===== src/rtl/rr_timeout_arbiter.sv =====
// rr_timeout_arbiter: N-port round-robin arbiter for router output-port
// allocation. Priority rotates from the last owner. Each port has a hold
// limit, loaded from the length field of its header flits, after which the
// grant is force-released with a one-cycle timeout pulse.
//
// Handshake: req_i[i] is a level request. grant_o[i] is a registered
// acknowledgement and stays high for as long as port i owns the output.
// The owner keeps the grant until one of three things happens: it drops
// req_i, its hold limit expires, or reset is asserted. Requests from other
// ports never preempt the owner early.
module rr_timeout_arbiter #(
    parameter int               NPORTS    = 5,
    parameter int               LEN_W     = 12,
    parameter int               FID_W     = 3,
    parameter logic [FID_W-1:0] HEADER_ID = 3'b001
) (
    input  logic                       clk_i,
    input  logic                       rst_i,
    input  logic [NPORTS-1:0]          req_i,
    input  logic [NPORTS*FID_W-1:0]    flit_id_i,
    input  logic [NPORTS*LEN_W-1:0]    length_i,
    output logic [NPORTS-1:0]          grant_o,
    output logic                       grant_valid_o,
    output logic [$clog2(NPORTS)-1:0]  grant_id_o,
    output logic [NPORTS-1:0]          timeout_o,
    // Debug visibility of the FSM state and the hold counter.
    output logic [0:0]                 dbg_state_o,
    output logic [LEN_W-1:0]           dbg_cnt_o
);

    localparam int IDW = $clog2(NPORTS);

    localparam logic [0:0] ST_IDLE = 1'b0;
    localparam logic [0:0] ST_BUSY = 1'b1;

    logic [0:0]        state_q,    state_d;
    logic [IDW-1:0]    grant_id_q, grant_id_d;
    logic [IDW-1:0]    ptr_q,      ptr_d;
    logic [LEN_W-1:0]  cnt_q,      cnt_d;
    logic [NPORTS-1:0] grant_q,    grant_d;
    logic [NPORTS-1:0] timeout_q,  timeout_d;
    logic [LEN_W-1:0]  lim_q [NPORTS];

    logic [IDW-1:0]    search_from;
    logic [IDW:0]      pick;
    logic              pick_found;
    logic [IDW-1:0]    pick_id;
    logic [LEN_W-1:0]  owner_lim;
    logic              owner_req;
    logic              limit_hit;

    // Returns {found, index} of the first requester after 'last', in the
    // order last+1, last+2, ..., last (modulo NPORTS). The loop runs from
    // the farthest candidate to the nearest so that the nearest one wins.
    function automatic logic [IDW:0] rr_search(input logic [NPORTS-1:0] r,
                                               input logic [IDW-1:0]    last);
        logic [IDW:0]   res;
        logic [IDW-1:0] sel;
        int             idx;
        res = '0;
        for (int k = NPORTS; k >= 1; k--) begin
            idx = int'(last) + k;
            if (idx >= NPORTS) begin
                idx = idx - NPORTS;
            end
            sel = IDW'(idx);
            if (r[sel]) begin
                res = {1'b1, sel};
            end
        end
        return res;
    endfunction

    // In BUSY the owner and ptr coincide; in IDLE ptr holds the last owner.
    assign search_from = (state_q == ST_BUSY) ? grant_id_q : ptr_q;
    assign pick        = rr_search(req_i, search_from);
    assign pick_found  = pick[IDW];
    assign pick_id     = pick[IDW-1:0];
    assign owner_lim   = lim_q[grant_id_q];
    assign owner_req   = req_i[grant_id_q];
    // The compare uses the limit latched before this edge, so a header
    // arriving on the owner in the same cycle only affects later cycles.
    assign limit_hit   = (owner_lim != '0) && (cnt_q == owner_lim - LEN_W'(1));

    // Next-state arbitration: idle pick, release on drop, forced release on limit, or hold.
    always_comb begin
        state_d    = state_q;
        grant_id_d = grant_id_q;
        ptr_d      = ptr_q;
        cnt_d      = cnt_q;
        timeout_d  = '0;
        grant_d    = '0;
        case (state_q)
            ST_IDLE: begin
                cnt_d = '0;
                if (pick_found) begin
                    state_d    = ST_BUSY;
                    grant_id_d = pick_id;
                    ptr_d      = pick_id;
                end
            end
            default: begin
                if (!owner_req) begin
                    cnt_d = '0;
                    if (pick_found) begin
                        grant_id_d = pick_id;
                        ptr_d      = pick_id;
                    end else begin
                        state_d    = ST_IDLE;
                        grant_id_d = '0;
                    end
                end else if (limit_hit) begin
                    // The owner is still requesting, so the search always
                    // finds someone; the owner itself comes last in the order.
                    timeout_d[grant_id_q] = 1'b1;
                    cnt_d      = '0;
                    grant_id_d = pick_id;
                    ptr_d      = pick_id;
                end else if (cnt_q != '1) begin
                    cnt_d = cnt_q + LEN_W'(1);
                end
            end
        endcase
        if (state_d == ST_BUSY) begin
            grant_d[grant_id_d] = 1'b1;
        end
    end

    // Arbitration state and registered outputs.
    always_ff @(posedge clk_i or posedge rst_i) begin
        if (rst_i) begin
            state_q    <= ST_IDLE;
            grant_id_q <= '0;
            ptr_q      <= IDW'(NPORTS - 1);
            cnt_q      <= '0;
            grant_q    <= '0;
            timeout_q  <= '0;
        end else begin
            state_q    <= state_d;
            grant_id_q <= grant_id_d;
            ptr_q      <= ptr_d;
            cnt_q      <= cnt_d;
            grant_q    <= grant_d;
            timeout_q  <= timeout_d;
        end
    end

    // Per-port hold limits, latched from every header flit whether granted or not.
    always_ff @(posedge clk_i or posedge rst_i) begin
        if (rst_i) begin
            for (int i = 0; i < NPORTS; i++) begin
                lim_q[i] <= '0;
            end
        end else begin
            for (int i = 0; i < NPORTS; i++) begin
                if (flit_id_i[i*FID_W +: FID_W] == HEADER_ID) begin
                    lim_q[i] <= length_i[i*LEN_W +: LEN_W];
                end
            end
        end
    end

    assign grant_o       = grant_q;
    assign grant_valid_o = state_q[0];
    assign grant_id_o    = grant_id_q;
    assign timeout_o     = timeout_q;
    assign dbg_state_o   = state_q;
    assign dbg_cnt_o     = cnt_q;

endmodule

===== config.mk =====
export PLATFORM = sky130hd
export DESIGN_NAME = rr_timeout_arbiter
export DESIGN_NICKNAME = d
export VERILOG_FILES = /design/src/rtl/rr_timeout_arbiter.sv
export SDC_FILE = /design/constraint.sdc
export NUM_CORES = 1
export LEC_CHECK = 0
export BUFFER_PORTS_ARGS = -buffer_cell sky130_fd_sc_hd__clkbuf_2
export CORE_UTILIZATION = 40
export CTS_CLUSTER_SIZE = 25
export DETAILED_ROUTE_END_ITERATION = 8
export PLACE_DENSITY = 0.67
export SLEW_MARGIN = 15
export SYNTH_ARGS = -nofsm -noshare
export SYNTH_HDL_FRONTEND = slang
export SYNTH_SLANG_ARGS = --single-unit

===== constraint.sdc =====
create_clock -name clk_i -period 6.8 [get_ports clk_i]
set_input_delay 0.68 -clock clk_i [delete_from_list [all_inputs] [get_ports clk_i]]
set_output_delay 0.68 -clock clk_i [all_outputs]
set_load 0.005 [all_outputs]

# Word level (Yosys, flattened, before mapping)
# Cells that the tools add are included.
[word_totals] register_bits=89 inputBits=82 out_inout_bits=27 elab_cells=102
[classes] addsub=12 n_lt_le_gt_ge=15 n_eq_ne=9 mux=50 n_bitwise=1 n_reduce_logical=4
[ops] operator="2-to-1 mux 12 bit" n=6
[ops] operator="2-to-1 mux 3 bit" n=15
[ops] operator="binary-select mux 12 bit (select 3 bit)" n=1
[ops] operator="less-than comparator 3 x 4 -> 1 bit (second input constant)" n=7
[ops] operator=">= comparator 4 x 3 -> 1 bit (second input constant)" n=5
[ops] operator="2-to-1 mux 4 bit" n=5
[ops] operator="2-to-1 mux 5 bit" n=4
[ops] operator="binary-select mux 1 bit (select 3 bit)" n=6
[ops] operator="equality test 3 x 1 -> 1 bit (second input constant)" n=5
[ops] operator="subtractor 3 bit (second input constant)" n=5
[ops] operator="adder 12 x 1 -> 12 bit (second input constant)" n=1
[ops] operator="equality test 12 bit" n=1
[ops] operator="inequality test 12 bit (second input constant)" n=1
[ops] operator="nonzero test 12 bit" n=1
[ops] operator="subtractor 12 x 1 -> 12 bit (second input constant)" n=1
[ops] operator="2-to-1 mux 1 bit" n=11
[ops] operator="adder 3 x 2 -> 4 bit (second input constant)" n=2
[ops] operator="adder 3 x 3 -> 4 bit (second input constant)" n=2
[ops] operator="demux 1 bit (select 3 bit)" n=2
[ops] operator=">= comparator 3 x 1 -> 1 bit (second input constant)" n=2
[ops] operator="adder 3 x 1 -> 4 bit (second input constant)" n=1
[ops] operator=">= comparator 4 bit (second input constant)" n=1
[ops] operator="inequality test 4 x 2 -> 1 bit (second input constant)" n=1
[ops] operator="inverter 3 -> 4 bit" n=1
[ops] operator="2 further kinds" n=4

# Longest topological paths before layout
[depth] word_depth=19 depth_mapped=17 depth_no_buf=13

# Worst setup path after synthesis
# Ideal clock, no wire load.
[synth_path] path_kind="reg-to-reg" startpoint="register state_q (netlist: dbg_state_o)" endpoint="register grant_q[2] (netlist: grant_o[2])" setup_ps=73 arrival_ps=4191 setup_slack_ps=2536 stages_incl_launch_ff=17 path_cell_list="dfrtp_1 > buf_6 > mux2i_2 > ha_1 > ha_1 > clkbuf_1 > or3b_2 > o311ai_1 > mux2_2 > mux2i_1 > o22ai_1 > or4_1 > buf_2 > o211ai_1 > o21ai_1 > o2bb2ai_4 > nor2b_1"
[synth_between] elab_cells_between_ends=50
[synth_lines] element="start: declaration" line="36" text="logic [0:0] state_q, state_d;"
[synth_lines] element="start signal: assignment" line="139" text="state_q <= state_d;"
[synth_lines] element="2-to-1 mux 3 bit" line="75" text="assign search_from = (state_q == ST_BUSY) ? grant_id_q : ptr_q;"
[synth_lines] element="adder 3 x 3 -> 4 bit" line="62" text="idx = int'(last) + k;"
[synth_lines] element=">= comparator 4 x 3 -> 1 bit or subtractor 3 bit (tied branches)" line="63, 64"
[synth_lines] element="2-to-1 mux 3 bit" line="63" text="if (idx >= NPORTS) begin"
[synth_lines] element="binary-select mux 1 bit (select 3 bit)" line="67" text="if (r[sel]) begin"
[synth_lines] element="2-to-1 mux 1 bit (implied by the code)" line="67"
[synth_lines] element="2-to-1 mux 4 bit (5 in a row)" line="67"
[synth_lines] element="2-to-1 mux 1 bit" line="96, 105"
[synth_lines] element="2-to-1 mux 1 bit" line="103" text="if (!owner_req) begin"
[synth_lines] element="2-to-1 mux 1 bit *" line="93" text="case (state_q)"
[synth_lines] element="named net state_d" line="36"
[synth_lines] element="2-to-1 mux 5 bit *" line="124" text="if (state_d == ST_BUSY) begin"
[synth_lines] element="named net grant_d[2]" line="40" text="logic [NPORTS-1:0] grant_q, grant_d;"
[synth_lines] element="end signal: assignment" line="143" text="grant_q <= grant_d;"
[synth_lines] element="end: declaration" line="40"
# Mark *: on every way through the listed nets, which the timed path passes. The rest lies on a longest branch. The select of a mux whose other input is x is not followed.
# A chain may end at the register's enable or synchronous reset.

# Worst setup path after layout
[layout_path] startpoint="register grant_id_q[1] (netlist: grant_id_o[1])" endpoint="register grant_q[2] (netlist: grant_o[2])"
[layout_between] elab_chain_cells=19 elab_cells_between_ends=60
[layout_rtl] element="start: declaration" line="37" text="logic [IDW-1:0] grant_id_q, grant_id_d;"
[layout_rtl] element="start signal: assignment" line="140" text="grant_id_q <= grant_id_d;"
[layout_rtl] element="2-to-1 mux 3 bit" line="75"
[layout_rtl] element="adder 3 x 3 -> 4 bit" line="62"
[layout_rtl] element=">= comparator 4 x 3 -> 1 bit or subtractor 3 bit (tied branches)" line="63, 64"
[layout_rtl] element="2-to-1 mux 3 bit" line="63"
[layout_rtl] element="binary-select mux 1 bit (select 3 bit)" line="67"
[layout_rtl] element="2-to-1 mux 1 bit (implied by the code)" line="67"
[layout_rtl] element="2-to-1 mux 4 bit (5 in a row)" line="67"
[layout_rtl] element="2-to-1 mux 3 bit, on equally long branches" line="105, 112"
[layout_rtl] element="2-to-1 mux 3 bit" line="103"
[layout_rtl] element="2-to-1 mux 3 bit *" line="93"
[layout_rtl] element="named net grant_id_d[1]" line="37"
[layout_rtl] element="less-than comparator 3 x 4 -> 1 bit (implied by the code) or >= comparator 3 x 1 -> 1 bit (tied branches)" line="125" text="grant_d[grant_id_d] = 1'b1;"
[layout_rtl] element="logical AND 1 bit (implied by the code)" line="125"
[layout_rtl] element="2-to-1 mux 1 bit (implied by the code)" line="125"
[layout_rtl] element="demux 1 bit (select 3 bit) *" line="125"
[layout_rtl] element="2-to-1 mux 5 bit *" line="124"
[layout_rtl] element="named net grant_d[2]" line="40"
# Marks and branches as above.

==> run metrics <==
required time of the worst setup path=just over 7000 ps; Leak=2.91 nW; pin count of the biggest net entering global routing=90; Max Cap Viol=0; setup TNS=0 ps; Core Box Area=13900 um^2; Setup violations, final=0; Async SR Flop Fraction=100%; Seq/Total Area, Yosys=39.2%; Cell Area, Placed=approximately 6300 um^2; via count=4566; Boundary Pins=109; GP Congestion=0.934; Rel. slew slack=25.0%; Syn Inst Count=527; router iterations before antenna repair=5; design area=roughly 6700 um^2; diode count=0; Detail Placement HPWL=11500 um; Syn. warnings=0; num rows=43; syn_area_per_cell=around 11 um^2; final wirelength=between 15000 and 20000 um; Post-synth EDFFs=0; Setup Skew=7.67 ps; Gates resized, CTS repair=0; # clock sinks=89; Final Slew Violations=0; vias in the first global route=4722; Hold Buf Count CTS=0; clk buf depth=2; PwrDens=between 400 and 500 nW/um^2; DRC Markers=0; top_reg_cell synth=dfrtp_1; Antenna Nets Post-Route=0; DR vias/cell=5.65; initial core utilization=approximately two fifths; total clock buffers created by CTS=9; crit path capture type=register; crit-path max FO=21; Worst Setup Path Type=reg -> reg; RSZ-0062 raised after global routing=no; Die H=121 um; Hold Path Class=reg -> reg; # Post-CTS Setup Buffers=0; global-route track usage on met3=3.71%; GR Layer Usage met1=around 28%; clk_lat worst skew=350 ps; gr busiest metal=met2; Unique masters post-synth=81; Startpoint Class=register; final net count=715; fraction of layout cells with a size suffix above 1=37.1%; Synth Cell Area=5680 um^2; routed len/inst=18.8 um; GRT Resource Usage Total=21.8%; outcome=finished clean; Peak VDD IR=between 0.15 and 0.2 mV; clock root cell=clkbuf_16; Starting DRT DRC Count=348; Area Overhead vs Synth=17.3%; Least-Margin Pin Slew=between 1000 and 1500 ps; CTS tree=done; f_max=between 0.15 and 0.2 GHz; Worst Path Arrival=5380 ps; grt total ovfl=0; Fin. Hold Viols=0; syn nets=roughly 620; Tmin final=5090 ps; # port buffers=108; CTS clk-pin slew, worst paths=70 ps; Die Area=14700 um^2; first-pass GRT wire length=24600 um; initial antenna violation count=0; GR Layer Usage met2=37.5%; number of fill cells=between 1k and 1.5k; die width=121 um; fin crit share=74.9%; #FFs+latches synth=89; H-Tree Depth=3
==> power breakdown <==
part | internal, W | total, W | switching (W)
clock network | 0.000326 | 0.000547 | 0.000221
registers | 0.000635 | 0.000752 | 0.000116
logic | 0.000747 | 0.00172 | 0.000974
==> synth_stat cells, types with 5 or more instances <==
master | number | area [um^2]
nor2b_1 | 9 | 56.3
nand3_1 | 13 | 65.1
buf_4 | 7 | 52.6
nand2b_1 | 7 | 43.8
ha_1 | 10 | 125
buf_2 | 6 | 30.0
inv_1 | 10 | 37.5
nand3b_1 | 7 | 52.6
o211ai_1 | 5 | 37.5
a21o_1 | 5 | 37.5
xor2_1 | 9 | 78.8
o21ai_0 | 10 | 50.1
a21oi_1 | 20 | 100
clkbuf_1 | 9 | 33.8
nor3_1 | 11 | 55.1
nand4_1 | 7 | 43.8
buf_6 | 5 | 56.3
mux2_2 | 66 | 743
xnor2_1 | 15 | 131
dfrtp_1 | 88 | 2200
nor3b_1 | 10 | 75.1
nor2_1 | 39 | 146
nand2_1 | 28 | 105
mux2i_1 | 31 | 310
a211oi_1 | 6 | 45.0
==> final cells by class <==
type / count / area (um^2) / area share, %
clock inverters: 7 / 100 / 1.50
well taps: 180 / 225 / 3.38
multi-input cells: 398 / 3250 / 48.9
clock buffers: 9 / 225 / 3.38
flip-flops and latches: 89 / 2230 / 33.5
repair buffers: 112 / 574 / 8.63
inverters: 13 / 50.0 / 0.752
==> worst max-delay path: stages, from the launching register on <==
cell,delay (ps)
dfrtp_1,940
mux2i_2,370
ha_1,320
ha_1,390
nand2b_1,190
o311ai_1,660
mux2_2,410
mux2i_1,130
o22ai_1,130
or4_1,720
o21ai_0,230
o21ai_1,160
o2bb2ai_4,210
nor2b_1,150
==> path summary, 6_finish.rpt <==
| path | endpoint | cells after the start | from | slack (ps) |
|---|---|---|---|---|
| max | grant_o[2] | 13 | grant_id_o[1] | 1710 |
| min in group asynchronous | lim_q[46] | 3 | rst_i | 540 |
| max in group asynchronous | grant_id_o[2] | 3 | rst_i | 5740 |
| min | lim_q[45] | 1 | lim_q[45] | 510 |
| max reg2reg | grant_o[2] | 13 | grant_id_o[1] | 1710 |
| min reg2reg | lim_q[45] | 1 | lim_q[45] | 510 |
==> kinds of logic (layout without fill, tap and decap cells) <==
family	count (synthesis)	after routing	synth area share [%]
AO/OA/AOI/OAI	106	106	15.6
XOR/XNOR	24	24	3.70
adder cells (fa/ha/maj)	10	10	2.20
buffers and inverters	40	141	3.90
flip-flops	89	89	39.2
multiplexers	104	104	20.7
AND/OR/NAND/NOR	154	154	14.6
==> registers in the layout, summed over array words and instances (netlist names) <==
signal       flops
lim_q           60
dbg_cnt_o       12
grant_o          5
timeout_o        5
grant_id_o       3
ptr_q            3
dbg_state_o      1
==> routing by layer <==
layer | wire (um) | share of wire [%]
met3 | 708 | 4.7
met2 | 7570 | 50
met4 | 280 | 1.8
met1 | 6600 | 44
met5 | 0 | 0
==> stage by stage <==
stage / util [%] / hold WS (ps) / setup slack [ps] / power (W) / std cells
6_report: 48.0 / 507 / 1710 / 0.00302 / 808
3_3_place_gp: 45.5 / 487 / 1950 / 0.00242 / 792
2_1_floorplan: - / 472 / 2540 / 0.00211 / 527
4_1_cts: 47.9 / 510 / 1740 / 0.00301 / 808
3_5_place_dp: 45.5 / 496 / 1790 / 0.00246 / 792
5_1_grt: 48.0 / 530 / 1390 / 0.00322 / 808
==> cell usage in the layout (no fill, tap or decap), types with 4 or more instances in the layout <==
cell type / n
a31oi_1: 4
nor3_1: 11
clkbuf_16: 9
mux2i_1: 31
xor2_1: 9
dfrtp_1: 88
a211oi_1: 6
xnor2_1: 15
a21o_1: 5
and2_1: 4
nand3b_1: 7
nand2b_1: 7
nand4_1: 7
o21bai_1: 4
nor3b_1: 6
clkbuf_2: 108
a21oi_1: 20
mux2_2: 66
inv_1: 9
nor2b_1: 9
nand3_1: 13
ha_1: 10
o31a_1: 4
nand2_1: 28
o21ai_0: 10
o211ai_1: 5
nor2_1: 39
(Power assumes the default switching activity.)
